$ cat config.mk
export PLATFORM = sky130hd
export DESIGN_NAME = issue_prf_wbarb
export DESIGN_NICKNAME = d
export VERILOG_FILES = /design/src/rtl/issue_prf_wbarb.sv
export SDC_FILE = /design/constraint.sdc
export NUM_CORES = 1
export LEC_CHECK = 0
export BUFFER_PORTS_ARGS = -buffer_cell sky130_fd_sc_hd__buf_2
export CAP_MARGIN = 25
export CORE_MARGIN = 5
export CORE_UTILIZATION = 45
export DETAILED_ROUTE_END_ITERATION = 10
export GPL_TIMING_DRIVEN = 0
export HOLD_SLACK_MARGIN = 0.05
export PLACE_DENSITY = 0.75
export SLEW_MARGIN = 15
export SYNTH_ARGS = -nofsm -noshare
export SYNTH_HDL_FRONTEND = slang
export SYNTH_SLANG_ARGS = --single-unit
export TNS_END_PERCENT = 1
$ cat constraint.sdc
create_clock -name clk_i -period 4.85 [get_ports clk_i]
set_input_delay 0.2425 -clock clk_i [delete_from_list [all_inputs] [get_ports clk_i]]
set_output_delay 0.2425 -clock clk_i [all_outputs]
set_load 0.01 [all_outputs]
$ cat src/rtl/issue_prf_wbarb.sv
// Writeback arbiter: two per-source result FIFOs arbitrated onto PRF write port A.
// Define ISSUE_PRF_WBARB_FIXED_PRIO_EN for fixed source-0 priority (default: round-robin).
module issue_prf_wbarb #(
  parameter int DATA_WIDTH = 64,
  parameter int ADDR_WIDTH = 6,
  parameter int FIFO_DEPTH = 2
) (
  input  logic                  clk_i,
  input  logic                  rst_ni,
  input  logic                  s0_valid_i,
  output logic                  s0_ready_o,
  input  logic [ADDR_WIDTH-1:0] s0_addr_i,
  input  logic [DATA_WIDTH-1:0] s0_data_i,
  input  logic                  s1_valid_i,
  output logic                  s1_ready_o,
  input  logic [ADDR_WIDTH-1:0] s1_addr_i,
  input  logic [DATA_WIDTH-1:0] s1_data_i,
  output logic [ADDR_WIDTH-1:0] prf_addra_o,
  output logic                  prf_wea_o,
  output logic [DATA_WIDTH-1:0] prf_dina_o,
  output logic                  busy_clr_valid_o,
  output logic [ADDR_WIDTH-1:0] busy_clr_addr_o,
  output logic                  idle_o
);

  localparam int IDX_W = $clog2(FIFO_DEPTH);
  localparam int PTR_W = IDX_W + 1;
  localparam int ENT_W = ADDR_WIDTH + DATA_WIDTH;

  logic [1:0]       src_valid;
  logic [1:0]       push;
  logic [1:0]       grant;
  logic [1:0]       empty;
  logic [1:0]       full;
  logic [ENT_W-1:0] src_entry [2];
  logic [ENT_W-1:0] head [2];

  assign src_valid    = {s1_valid_i, s0_valid_i};
  assign src_entry[0] = {s0_addr_i, s0_data_i};
  assign src_entry[1] = {s1_addr_i, s1_data_i};
  assign s0_ready_o   = ~full[0];
  assign s1_ready_o   = ~full[1];

  // A pop in the same cycle never frees room for a push: ready depends on full alone.
  for (genvar gi = 0; gi < 2; gi++) begin : g_fifo
    logic [ENT_W-1:0] mem_q [FIFO_DEPTH];
    logic [PTR_W-1:0] wr_ptr_q, wr_ptr_d;
    logic [PTR_W-1:0] rd_ptr_q, rd_ptr_d;

    assign empty[gi] = (wr_ptr_q == rd_ptr_q);
    assign full[gi]  = (wr_ptr_q[PTR_W-1] != rd_ptr_q[PTR_W-1]) &&
                       (wr_ptr_q[IDX_W-1:0] == rd_ptr_q[IDX_W-1:0]);
    assign push[gi]  = src_valid[gi] & ~full[gi];
    assign head[gi]  = mem_q[rd_ptr_q[IDX_W-1:0]];
    assign wr_ptr_d  = wr_ptr_q + {{(PTR_W-1){1'b0}}, push[gi]};
    assign rd_ptr_d  = rd_ptr_q + {{(PTR_W-1){1'b0}}, grant[gi]};

    always_ff @(posedge clk_i or negedge rst_ni) begin
      if (!rst_ni) begin
        wr_ptr_q <= '0;
        rd_ptr_q <= '0;
      end else begin
        wr_ptr_q <= wr_ptr_d;
        rd_ptr_q <= rd_ptr_d;
      end
    end

    always_ff @(posedge clk_i) begin
      if (push[gi]) begin
        mem_q[wr_ptr_q[IDX_W-1:0]] <= src_entry[gi];
      end
    end
  end

`ifdef ISSUE_PRF_WBARB_FIXED_PRIO_EN
  always_comb begin
    grant = 2'b00;
    if (!empty[0]) begin
      grant = 2'b01;
    end else if (!empty[1]) begin
      grant = 2'b10;
    end
  end
`else
  // last_grant_q is 1 when source 1 won most recently, so source 0 wins the first tie.
  logic last_grant_q, last_grant_d;

  always_comb begin
    grant        = 2'b00;
    last_grant_d = last_grant_q;
    if (!empty[0] && !empty[1]) begin
      grant = last_grant_q ? 2'b01 : 2'b10;
    end else if (!empty[0]) begin
      grant = 2'b01;
    end else if (!empty[1]) begin
      grant = 2'b10;
    end
    if (grant != 2'b00) begin
      last_grant_d = grant[1];
    end
  end

  always_ff @(posedge clk_i or negedge rst_ni) begin
    if (!rst_ni) begin
      last_grant_q <= 1'b1;
    end else begin
      last_grant_q <= last_grant_d;
    end
  end
`endif

  logic                  prf_wea_q, prf_wea_d;
  logic [ADDR_WIDTH-1:0] prf_addra_q, prf_addra_d;
  logic [DATA_WIDTH-1:0] prf_dina_q, prf_dina_d;

  // Address and data hold their last value on idle cycles; only the enable drops.
  always_comb begin
    prf_wea_d   = |grant;
    prf_addra_d = prf_addra_q;
    prf_dina_d  = prf_dina_q;
    if (grant[1]) begin
      {prf_addra_d, prf_dina_d} = head[1];
    end else if (grant[0]) begin
      {prf_addra_d, prf_dina_d} = head[0];
    end
  end

  always_ff @(posedge clk_i or negedge rst_ni) begin
    if (!rst_ni) begin
      prf_wea_q   <= 1'b0;
      prf_addra_q <= '0;
      prf_dina_q  <= '0;
    end else begin
      prf_wea_q   <= prf_wea_d;
      prf_addra_q <= prf_addra_d;
      prf_dina_q  <= prf_dina_d;
    end
  end

  assign prf_wea_o        = prf_wea_q;
  assign prf_addra_o      = prf_addra_q;
  assign prf_dina_o       = prf_dina_q;
  assign busy_clr_valid_o = prf_wea_q;
  assign busy_clr_addr_o  = prf_addra_q;
  assign idle_o           = empty[0] & empty[1] & ~prf_wea_q;

endmodule

==> metrics, run 1 <==
first-pass GRT wire length=57.38 mm; Clock Pin Slew Worst Setup and Hold Paths=0.06 ns; most frequent cells in the layout=edfxtp_1, buf_2, dlygate4sd3_1; WL/cell=21.47 microns; die height=~190 microns; CTS tree=done; number of global-route vias before repair=10010; Ys Warns=0; H-Tree Depth=2; type of destination of the critical path=flop; Root Buffer=clkbuf_16; layout cells sized above 1=30.51%; clk sinks=360; Critical path origin=g_fifo[1].rd_ptr_q[0]; Reg-to-Reg Start=g_fifo[1].rd_ptr_q[0]; setup TNS=0 ns; worst-path cell chain=buf_4 -> xor2_2 -> clkbuf_1 -> nand2b_1 -> and2_1 -> ha_4 -> buf_12; Worst setup endpoint=g_fifo[1].mem_q[1][48]; Max Freq=286.0 MHz; Gate Count Post-Synth=between 800 and 900; post-route ant nets=0; Register Area=0.01041 sq mm; crit path launch type=flop; FF-to-FF setup slack=1.35 ns; Slew Limit Headroom=between 30% and 40%; Reg2Reg Capture Point=g_fifo[1].mem_q[1][48]; Top Ports=225; most common cell after layout, fill and taps aside=edfxtp_1; I/O Buffers=between 200 and 250; die width=189.2 microns; filler cell count=2393; Vias=9262; pin count of the biggest net entering global routing=45; Initial Util=45.66%; MaxCap Viol Count=0; total gr overflow=0; Reg2Reg Depth=7; die area=0.03578 sq mm; drt total wl=approximately 37 mm; initial DRC count=553; Synth Cell Area=approximately 0.014 sq mm; placed inst area=0.01624 sq mm; Final Cell Area=between 0.015 and 0.02 sq mm; Tightest Hold Check Type=input port to flop; Clock Path Buffers=3; CP Data Arrival Time=3.69 ns; drt drc=0; Resized Gates After CTS=0; syn_nets=1031; share of the yosys chip area belonging to registers=72.07%; final hold violations=0; drt pass-1 iters=5; crit-path max cell delay=0.80 ns; CP Max Fanout=41; Core Box Area=0.03164 sq mm; #FFs+latches synth=360; Tmin final=3.497 ns; crit path kind=flop to flop; status=finished, final reports clean; final worst slack=1.353 ns; total track usage=slightly above 20%; P_leak=~7.4 nW; initial antenna violation count=0; maximum vdd ir drop=between 400 and 500 uV; row count=65; final clock period utilization by the worst path=roughly 72%; drt via density=5.372; critical path's slowest cell=xor2_2; RSZ-0062 raised after global routing=no; hold path depth=4; Final Setup Violations=0; Clock Latency Late Sink=0.52 ns; final slew viol count=0; CTS Buf Count=38; Yosys cell types=27; Placer Congestion=0.7757; Multi-input gate area=0.003689 sq mm; Cell Pwr Density=slightly below 800 mW/mm^2; syn avg cell area=16.38 sq um; Area growth syn-to-layout=31.16%; Setup Slack @ Placement=1.338 ns; clock skew=0.01427 ns; DP HPWL=23.39 mm; nets=1441; Worst EP required=5.05 ns; slew at the pin closest to its max-slew limit=0.9667 ns
==> sequential cells by signal, summed over array words and instances (netlist names) <==
name	flops
g_fifo.wr_ptr_q	4
g_fifo.rd_ptr_q	4
g_fifo.mem_q	280
busy_clr_addr_o	6
busy_clr_valid_o	1
last_grant_q	1
prf_dina_o	64
==> metrics by stage <==
stage               hold WS, ns  instances  power, mW  utilization, %
finish                   0.2196       1724      14.81           59.89
floorplan              -0.05309        882      9.646               -
global placement         0.4299       1508      11.55           50.79
detailed placement       0.2891       1513      11.79           51.35
CTS                      0.1960       1723      14.88           59.88
global route             0.2230       1723      15.71           59.88
==> repair_timing <==
action	in CTS	in global routing
hold buffers	141	0
endpoints found under the hold margin	316	0
endpoints found under the setup margin	0	0
buffers inserted	0	0
==> cell type report <==
cell class,instances,area share [%]
timing repair buffer,370,14.03
clock buffer,53,5.811
inverter,5,0.09906
multi-input combinational,449,19.47
antenna,1,0.01321
tap,402,2.655
buffer,68,1.988
clock inverter,16,0.9906
sequential,360,54.95
==> worst max-delay path, delay by kind of cell, from the launching register on <==
kind / cells / cell delay, ns
and+or+nand+nor: 2 / 0.44
DFF: 1 / 0.36
adders and majority gates: 1 / 0.60
buffers and inverters: 3 / 0.93
xor gates and xnor gates: 1 / 0.80
==> cell usage after synthesis <==
| master | number | area [sq um] |
|---|---|---|
| xnor2_1 | 3 | 26.28 |
| edfxtp_1 | 280 | 8408 |
| xor2_2 | 2 | 32.53 |
| dfrtp_1 | 79 | 1977 |
| dfstp_2 | 1 | 26.28 |
| a221oi_1 | 3 | 26.28 |
| nand2_1 | 2 | 7.510 |
| inv_1 | 5 | 18.77 |
| buf_6 | 8 | 90.09 |
| buf_2 | 22 | 110.1 |
| a221oi_2 | 67 | 1006 |
| a21oi_2 | 1 | 8.760 |
| o21ai_0 | 73 | 365.4 |
| buf_1 | 1 | 3.750 |
| a21oi_1 | 1 | 5.000 |
| clkbuf_1 | 28 | 105.1 |
| nor2_1 | 73 | 274.0 |
| nand2b_1 | 2 | 12.51 |
| xor2_1 | 4 | 35.03 |
| nor2b_1 | 1 | 6.260 |
| o211ai_1 | 1 | 7.510 |
| ha_1 | 5 | 62.56 |
| and2_1 | 2 | 12.51 |
| buf_4 | 9 | 67.56 |
| mux2i_1 | 140 | 1401 |
| o21ai_1 | 68 | 340.3 |
| or2_4 | 1 | 8.760 |
==> how the worst min path moves through the flow <==
stage               slack (ns)          start                endpoint
floorplan                -0.05         rst_ni      busy_clr_addr_o[0]
global placement          0.43  s1_data_i[17]  g_fifo[1].mem_q[0][17]
detailed placement        0.29         rst_ni           prf_dina_o[9]
CTS                       0.20     s0_valid_i   g_fifo[0].wr_ptr_q[0]
global route              0.22     s1_valid_i   g_fifo[1].wr_ptr_q[0]
finish                    0.22     s0_valid_i   g_fifo[0].wr_ptr_q[0]
==> cells by family after synthesis <==
group,Yosys count,share of synthesized area (%)
flops,360,72.07
compound gates,214,12.18
mux,140,9.701
simple gates,81,2.226
buf+inv,73,2.737
xor+xnor,9,0.6496
fa+ha+maj,5,0.4331
==> power breakdown <==
part,leakage [nW],switching [mW],internal [mW]
Sequential,3.51,0.397,4.62
Clock,0.631,1.17,1.80
Combinational,3.22,4.30,2.52
==> routing by layer <==
layer	up-vias	share of wire, %	GRT usage (%)
met2	323	51	35.57
li1	4252	-	-
met4	0	2.8	6.670
met5	-	0	0
met1	4617	41	26.46
met3	70	5.6	3.577
Note: power is estimated with default switching activity, not from simulation.
==> run 2, diff against run 1 <==
clock period = 3.61 ns   (was 4.85 ns; I/O delays follow)
==> metrics, run 2 (synthesis results as in run 1) <==
Clock Path Buffers=3 (unchanged); CTS Buf Count=38 (unchanged); critical path depth=7 (unchanged); Vias=9287 (was 9262); hold path depth=4 (unchanged); most common cell after layout, fill and taps aside=edfxtp_1 (unchanged); delay-heaviest family, CP=buffers and inverters (unchanged); drt total wl=37.11 mm (was 37.02 mm); first-pass GRT wire length=57.38 mm (unchanged); initial antenna violation count=0 (unchanged); crit-path max cell delay=0.60 ns (was 0.80 ns); most frequent cells in the layout=edfxtp_1, buf_2, dlygate4sd3_1 (unchanged); Reg2Reg Capture Point=g_fifo[1].mem_q[0][56] (was g_fifo[1].mem_q[1][48]); pin count of the biggest net entering global routing=45 (unchanged); Cell Pwr Density=1051 mW/mm^2 (was 781.9 mW/mm^2); final slew viol count=0 (unchanged); clk sinks=360 (unchanged); maximum vdd ir drop=575.8 uV (was 429.1 uV); die height=189.2 microns (unchanged); type of destination of the critical path=flop (unchanged); final hold slack=0.1575 ns (was 0.2196 ns); row count=65 (unchanged); Clock Pin Slew Worst Setup and Hold Paths=0.06 ns (about the same); status=finished, final reports clean (unchanged); layout cells sized above 1=30.51% (unchanged); post-route ant nets=0 (unchanged); drt pass-1 iters=5 (unchanged); drt drc=0 (unchanged); RSZ-0062 raised after global routing=no (unchanged); final clock period utilization by the worst path=89.76% (was 72.10%); Worst EP required=3.81 ns (was 5.05 ns); crit path kind=flop to flop (unchanged); CP Data Arrival Time=3.44 ns (was 3.69 ns); hold path endpoint=g_fifo[0].wr_ptr_q[0] (unchanged); Tightest Hold Check Type=input port to flop (unchanged); initial DRC count=506 (was 553); Core Box Area=0.03164 sq mm (unchanged); die area=0.03578 sq mm (unchanged); filler cell count=2390 (was 2393); WL/cell=21.52 microns (was 21.47 microns); Reg-to-Reg Start=g_fifo[1].rd_ptr_q[0] (unchanged); Initial Util=45.66% (unchanged); critical path's slowest cell=ha_4 (was xor2_2); number of global-route vias before repair=10010 (unchanged); Critical path origin=g_fifo[1].rd_ptr_q[0] (unchanged); setup TNS=0 ns (unchanged); CP Max Fanout=40 (was 41); max reg flops=280 (unchanged); Final Cell Area=0.01896 sq mm (was 0.01895 sq mm); H-Tree Depth=2 (unchanged); total track usage=20.54% (unchanged); Max Freq=308.6 MHz (was 286.0 MHz); Buf/Inv on CP=3 (unchanged); Tmin final=3.240 ns (was 3.497 ns); Layout Cells excl Fill=1724 (unchanged); Slew Limit Headroom=38.26% (was 35.50%); Placer Congestion=0.7757 (unchanged); Final Setup Violations=0 (unchanged); CTS tree=done (unchanged); Reg2Reg Depth=7 (unchanged); drt via density=5.387 (was 5.372); Layout Utilization=59.92% (was 59.89%); final hold violations=0 (unchanged); FF-to-FF setup slack=0.37 ns (was 1.35 ns); Root Buffer=clkbuf_16 (unchanged); slew at the pin closest to its max-slew limit=0.9253 ns (was 0.9667 ns); nets=1441 (unchanged); crit path launch type=flop (unchanged); DP HPWL=23.39 mm (unchanged); Clock Latency Late Sink=0.52 ns (about the same); Cells after DPL=1513 (unchanged); worst-path cell chain=buf_4 -> xor2_4 -> clkbuf_1 -> nand2b_1 -> and2_1 -> ha_4 -> buf_12 (was buf_4 -> xor2_2 -> clkbuf_1 -> nand2b_1 -> and2_1 -> ha_4 -> buf_12); P_leak=7.360 nW (was 7.359 nW); I/O Buffers=224 (unchanged); MaxCap Viol Count=0 (unchanged); worst hold start=s0_valid_i (unchanged); total gr overflow=0 (unchanged); die width=189.2 microns (unchanged); post-CTS setup buffers=0 (unchanged); clock skew=0.01446 ns (was 0.01427 ns); placed inst area=0.01624 sq mm (unchanged); Top Ports=225 (unchanged); Area growth syn-to-layout=31.24% (was 31.16%)
==> run 2: cell counts in the layout (fill, tap and decap cells not counted) <==
No cell type changed its count.
==> run 2: how the worst max path moves through the flow <==
stage | slack [ns] | to
after global routing | 0.23 | g_fifo[1].mem_q[0][57]
after global placement | -1.87 | g_fifo[1].mem_q[1][39]
final | 0.37 | g_fifo[1].mem_q[0][56]
after floorplan | 0.05 | g_fifo[1].mem_q[1][0]
after detailed placement | 0.1 | g_fifo[1].mem_q[1][56]
after CTS | 0.1 | g_fifo[1].mem_q[1][18]
==> run 2: final cells by class <==
| type | instances | area [sq um] | share of cell area [%] |
|---|---|---|---|
| Inverter | 5 | 18.77 | 0.09900 |
| Timing Repair Buffer | 370 | 2658 | 14.02 |
| Buffer | 68 | 376.6 | 1.987 |
| Clock buffer | 53 | 1101 | 5.808 |
| Multi-Input combinational cell | 449 | 3700 | 19.52 |
| Antenna cell | 1 | 2.502 | 0.01320 |
| Clock inverter | 16 | 187.7 | 0.9900 |
| Sequential cell | 360 | 10410 | 54.92 |
| Tap cell | 402 | 503.0 | 2.653 |
==> run 2: where the power goes <==
group | internal (mW) | switching [mW]
logic | 3.40 | 5.79
registers | 6.21 | 0.536
clock network | 2.42 | 1.57
total | 12.0 | 7.90
==> run 2: worst reg2reg max path: stages, from the launching register on <==
cell and delay, ns:
dfrtp_1 0.33, buf_4 0.26, xor2_4 0.54, clkbuf_1 0.41, nand2b_1 0.19, and2_1 0.25, ha_4 0.60, buf_12 0.32
==> run 2: routing by layer <==
layer | GRT usage [%] | part of all wire, % | vias to the layer above
li1 | - | - | 4259
met1 | 26.46 | 41 | 4653
met2 | 35.57 | 50 | 307
met3 | 3.577 | 5.7 | 68
met4 | 6.670 | 2.7 | 0
met5 | 0 | 0 | -
==> run 2: per-stage QoR <==
step / worst slack, ns / power [mW]
floorplan: 0.04531 / 12.96
global placement: -1.865 / 15.52
finish: 0.3698 / 19.93
detailed placement: 0.09803 / 15.85
CTS: 0.09825 / 19.99
global route: 0.2296 / 21.12
==> run 2: repair_timing <==
action,CTS,global route
endpoints found under the hold margin,316,0
setup endpoints to repair,0,2
resized for setup,0,1
hold buffers,141,0
==> run 3, diff against run 2 <==
CORE_UTILIZATION = 49   (was 45)
PLACE_DENSITY = 0.7   (was 0.75)
==> metrics, run 3 (synthesis results as in run 1) <==
WL/cell=20.80 microns (was 21.52 microns); CP Max Fanout=38 (was 40); Clock Pin Slew Worst Setup and Hold Paths=0.06 ns (about the same); slew at the pin closest to its max-slew limit=0.8980 ns (was 0.9253 ns); die width=181.7 microns (was 189.2 microns); Reg2Reg Depth=7 (unchanged); drt via density=5.364 (was 5.387); total track usage=21.20% (was 20.54%); critical path's slowest cell=xor2_2 (was ha_4); Clock Latency Late Sink=0.52 ns (about the same); worst-path cell chain=buf_4 -> xor2_2 -> clkbuf_1 -> nand2b_1 -> and2_1 -> ha_4 -> buf_16 (was buf_4 -> xor2_4 -> clkbuf_1 -> nand2b_1 -> and2_1 -> ha_4 -> buf_12); first-pass GRT wire length=55.12 mm (was 57.38 mm); drt drc=0 (unchanged); Placer Congestion=0.7835 (was 0.7757); final hold slack=0.1639 ns (was 0.1575 ns); CTS Buf Count=38 (unchanged); total gr overflow=0 (unchanged); Buf/Inv on CP=3 (unchanged); maximum vdd ir drop=606.9 uV (was 575.8 uV); type of destination of the critical path=flop (unchanged); Max Freq=298.1 MHz (was 308.6 MHz); Top Ports=225 (unchanged); drt total wl=35.50 mm (was 37.11 mm); Tightest Hold Check Type=input port to flop (unchanged); pin count of the biggest net entering global routing=46 (was 45); H-Tree Depth=2 (unchanged); final hold violations=0 (unchanged); row count=62 (was 65); Cell Pwr Density=1042 mW/mm^2 (was 1051 mW/mm^2); crit-path max cell delay=0.75 ns (was 0.60 ns); Root Buffer=clkbuf_16 (unchanged); most frequent cells in the layout=edfxtp_1, buf_2, dlygate4sd3_1 (unchanged); Worst EP required=3.80 ns (was 3.81 ns); DP HPWL=22.86 mm (was 23.39 mm); die height=181.7 microns (was 189.2 microns); CTS tree=done (unchanged); Area growth syn-to-layout=30.65% (was 31.24%); Reg-to-Reg Start=g_fifo[1].rd_ptr_q[0] (unchanged); crit path launch type=flop (unchanged); FF-to-FF setup slack=0.26 ns (was 0.37 ns); post-route ant nets=0 (unchanged); hold path endpoint=g_fifo[0].wr_ptr_q[0] (unchanged); MaxCap Viol Count=0 (unchanged); Tmin final=3.355 ns (was 3.240 ns); drt pass-1 iters=5 (unchanged); number of global-route vias before repair=9714 (was 10010); hold path depth=4 (unchanged); Vias=9157 (was 9287); Core Box Area=0.02894 sq mm (was 0.03164 sq mm); initial antenna violation count=1 (was 0); delay-heaviest family, CP=buffers and inverters (unchanged); status=finished, final reports clean (unchanged); P_leak=7.348 nW (was 7.360 nW); clk sinks=360 (unchanged); max reg flops=280 (unchanged); CP Data Arrival Time=3.54 ns (was 3.44 ns); Resized Gates After CTS=0 (unchanged); nets=1441 (unchanged); final clock period utilization by the worst path=92.93% (was 89.76%); Final Setup Violations=0 (unchanged); final slew viol count=0 (unchanged); crit path kind=flop to flop (unchanged); die area=0.03301 sq mm (was 0.03578 sq mm); Clock Path Buffers=3 (unchanged); Reg2Reg Capture Point=g_fifo[1].mem_q[0][45] (was g_fifo[1].mem_q[0][56]); filler cell count=2026 (was 2390); RSZ-0062 raised after global routing=no (unchanged); clock skew=0.02116 ns (was 0.01446 ns); initial DRC count=605 (was 506); most common cell after layout, fill and taps aside=edfxtp_1 (unchanged); Tot Pwr=19.66 mW (was 19.93 mW); layout cells sized above 1=30.48% (was 30.51%); I/O Buffers=224 (unchanged); Slew Limit Headroom=40.08% (was 38.26%); worst hold start=s0_valid_i (unchanged); Initial Util=49.92% (was 45.66%)
[run 3: changes by cell type in the layout (fill, tap and decap cells not counted)]
cell	previous run	this run
clkinv_2	8	12
bufinv_16	4	2
clkinv_1	1	3
clkinvlp_4	2	0
clkbuf_1	37	36
xor2_2	1	2
xor2_4	1	0
[run 3: layout make-up]
| type | instances | area [sq um] | share of cell area (%) |
|---|---|---|---|
| clock inverters | 18 | 140.1 | 0.7425 |
| inverters | 5 | 18.77 | 0.09944 |
| repair buffers | 370 | 2658 | 14.08 |
| multi-input cells | 449 | 3689 | 19.54 |
| clock buffers | 52 | 1097 | 5.814 |
| well taps | 384 | 480.5 | 2.546 |
| flip-flops and latches | 360 | 10410 | 55.16 |
| diodes | 1 | 2.502 | 0.01326 |
| plain buffers | 68 | 376.6 | 1.995 |
[run 3: layer usage]
layer	wire length (microns)	GRT usage [%]
met1	14840	28.15
met2	17940	36.59
met3	1841	3.401
met4	877	5.764
met5	0	0
[run 3: power by group]
| group | leakage [nW] | total, mW | internal [mW] | switching (mW) |
|---|---|---|---|---|
| registers | 3.51 | 6.75 | 6.21 | 0.543 |
| logic | 3.22 | 9.09 | 3.38 | 5.70 |
| clock network | 0.620 | 3.82 | 2.28 | 1.54 |
| total | 7.35 | 19.7 | 11.9 | 7.79 |
[run 3: metrics by stage]
step / utilization, % / cell area, sq um / setup slack, ns / TNS (ns) / std cells
2_1_floorplan: - / 14450 / 0.04531 / 0 / 882
3_3_place_gp: 55.46 / 16050 / -1.766 / -345.32 / 1490
3_5_place_dp: 56.06 / 16220 / 0.3326 / 0 / 1495
4_1_cts: 65.22 / 18870 / 0.2840 / 0 / 1706
5_1_grt: 65.23 / 18870 / 0.09418 / 0 / 1707
6_report: 65.23 / 18870 / 0.2552 / 0 / 1707
[run 3: timing repair]
action,in CTS,in global routing
hold buffers,141,0
hold endpoints to repair,315,0
endpoints found under the setup margin,0,0
setup buffers,0,0
[run 3: worst max-delay path by stage]
stage          slack [ns]  cells after the start             startpoint                endpoint
2_1_floorplan        0.05                      6  g_fifo[1].rd_ptr_q[0]   g_fifo[1].mem_q[1][0]
3_3_place_gp        -1.77                      6  g_fifo[1].rd_ptr_q[0]  g_fifo[1].mem_q[1][38]
3_5_place_dp         0.33                      7  g_fifo[1].rd_ptr_q[0]  g_fifo[1].mem_q[0][47]
4_1_cts              0.28                      7  g_fifo[1].rd_ptr_q[0]  g_fifo[1].mem_q[0][47]
5_1_grt              0.09                      7  g_fifo[1].rd_ptr_q[0]  g_fifo[1].mem_q[0][41]
6_report             0.26                      7  g_fifo[1].rd_ptr_q[0]  g_fifo[1].mem_q[0][45]
[run 3: worst reg2reg max path, cell delays in order, from the launching register on]
cell	delay (ns)
dfrtp_1	0.35
buf_4	0.21
xor2_2	0.75
clkbuf_1	0.41
nand2b_1	0.20
and2_1	0.25
ha_4	0.52
buf_16	0.30
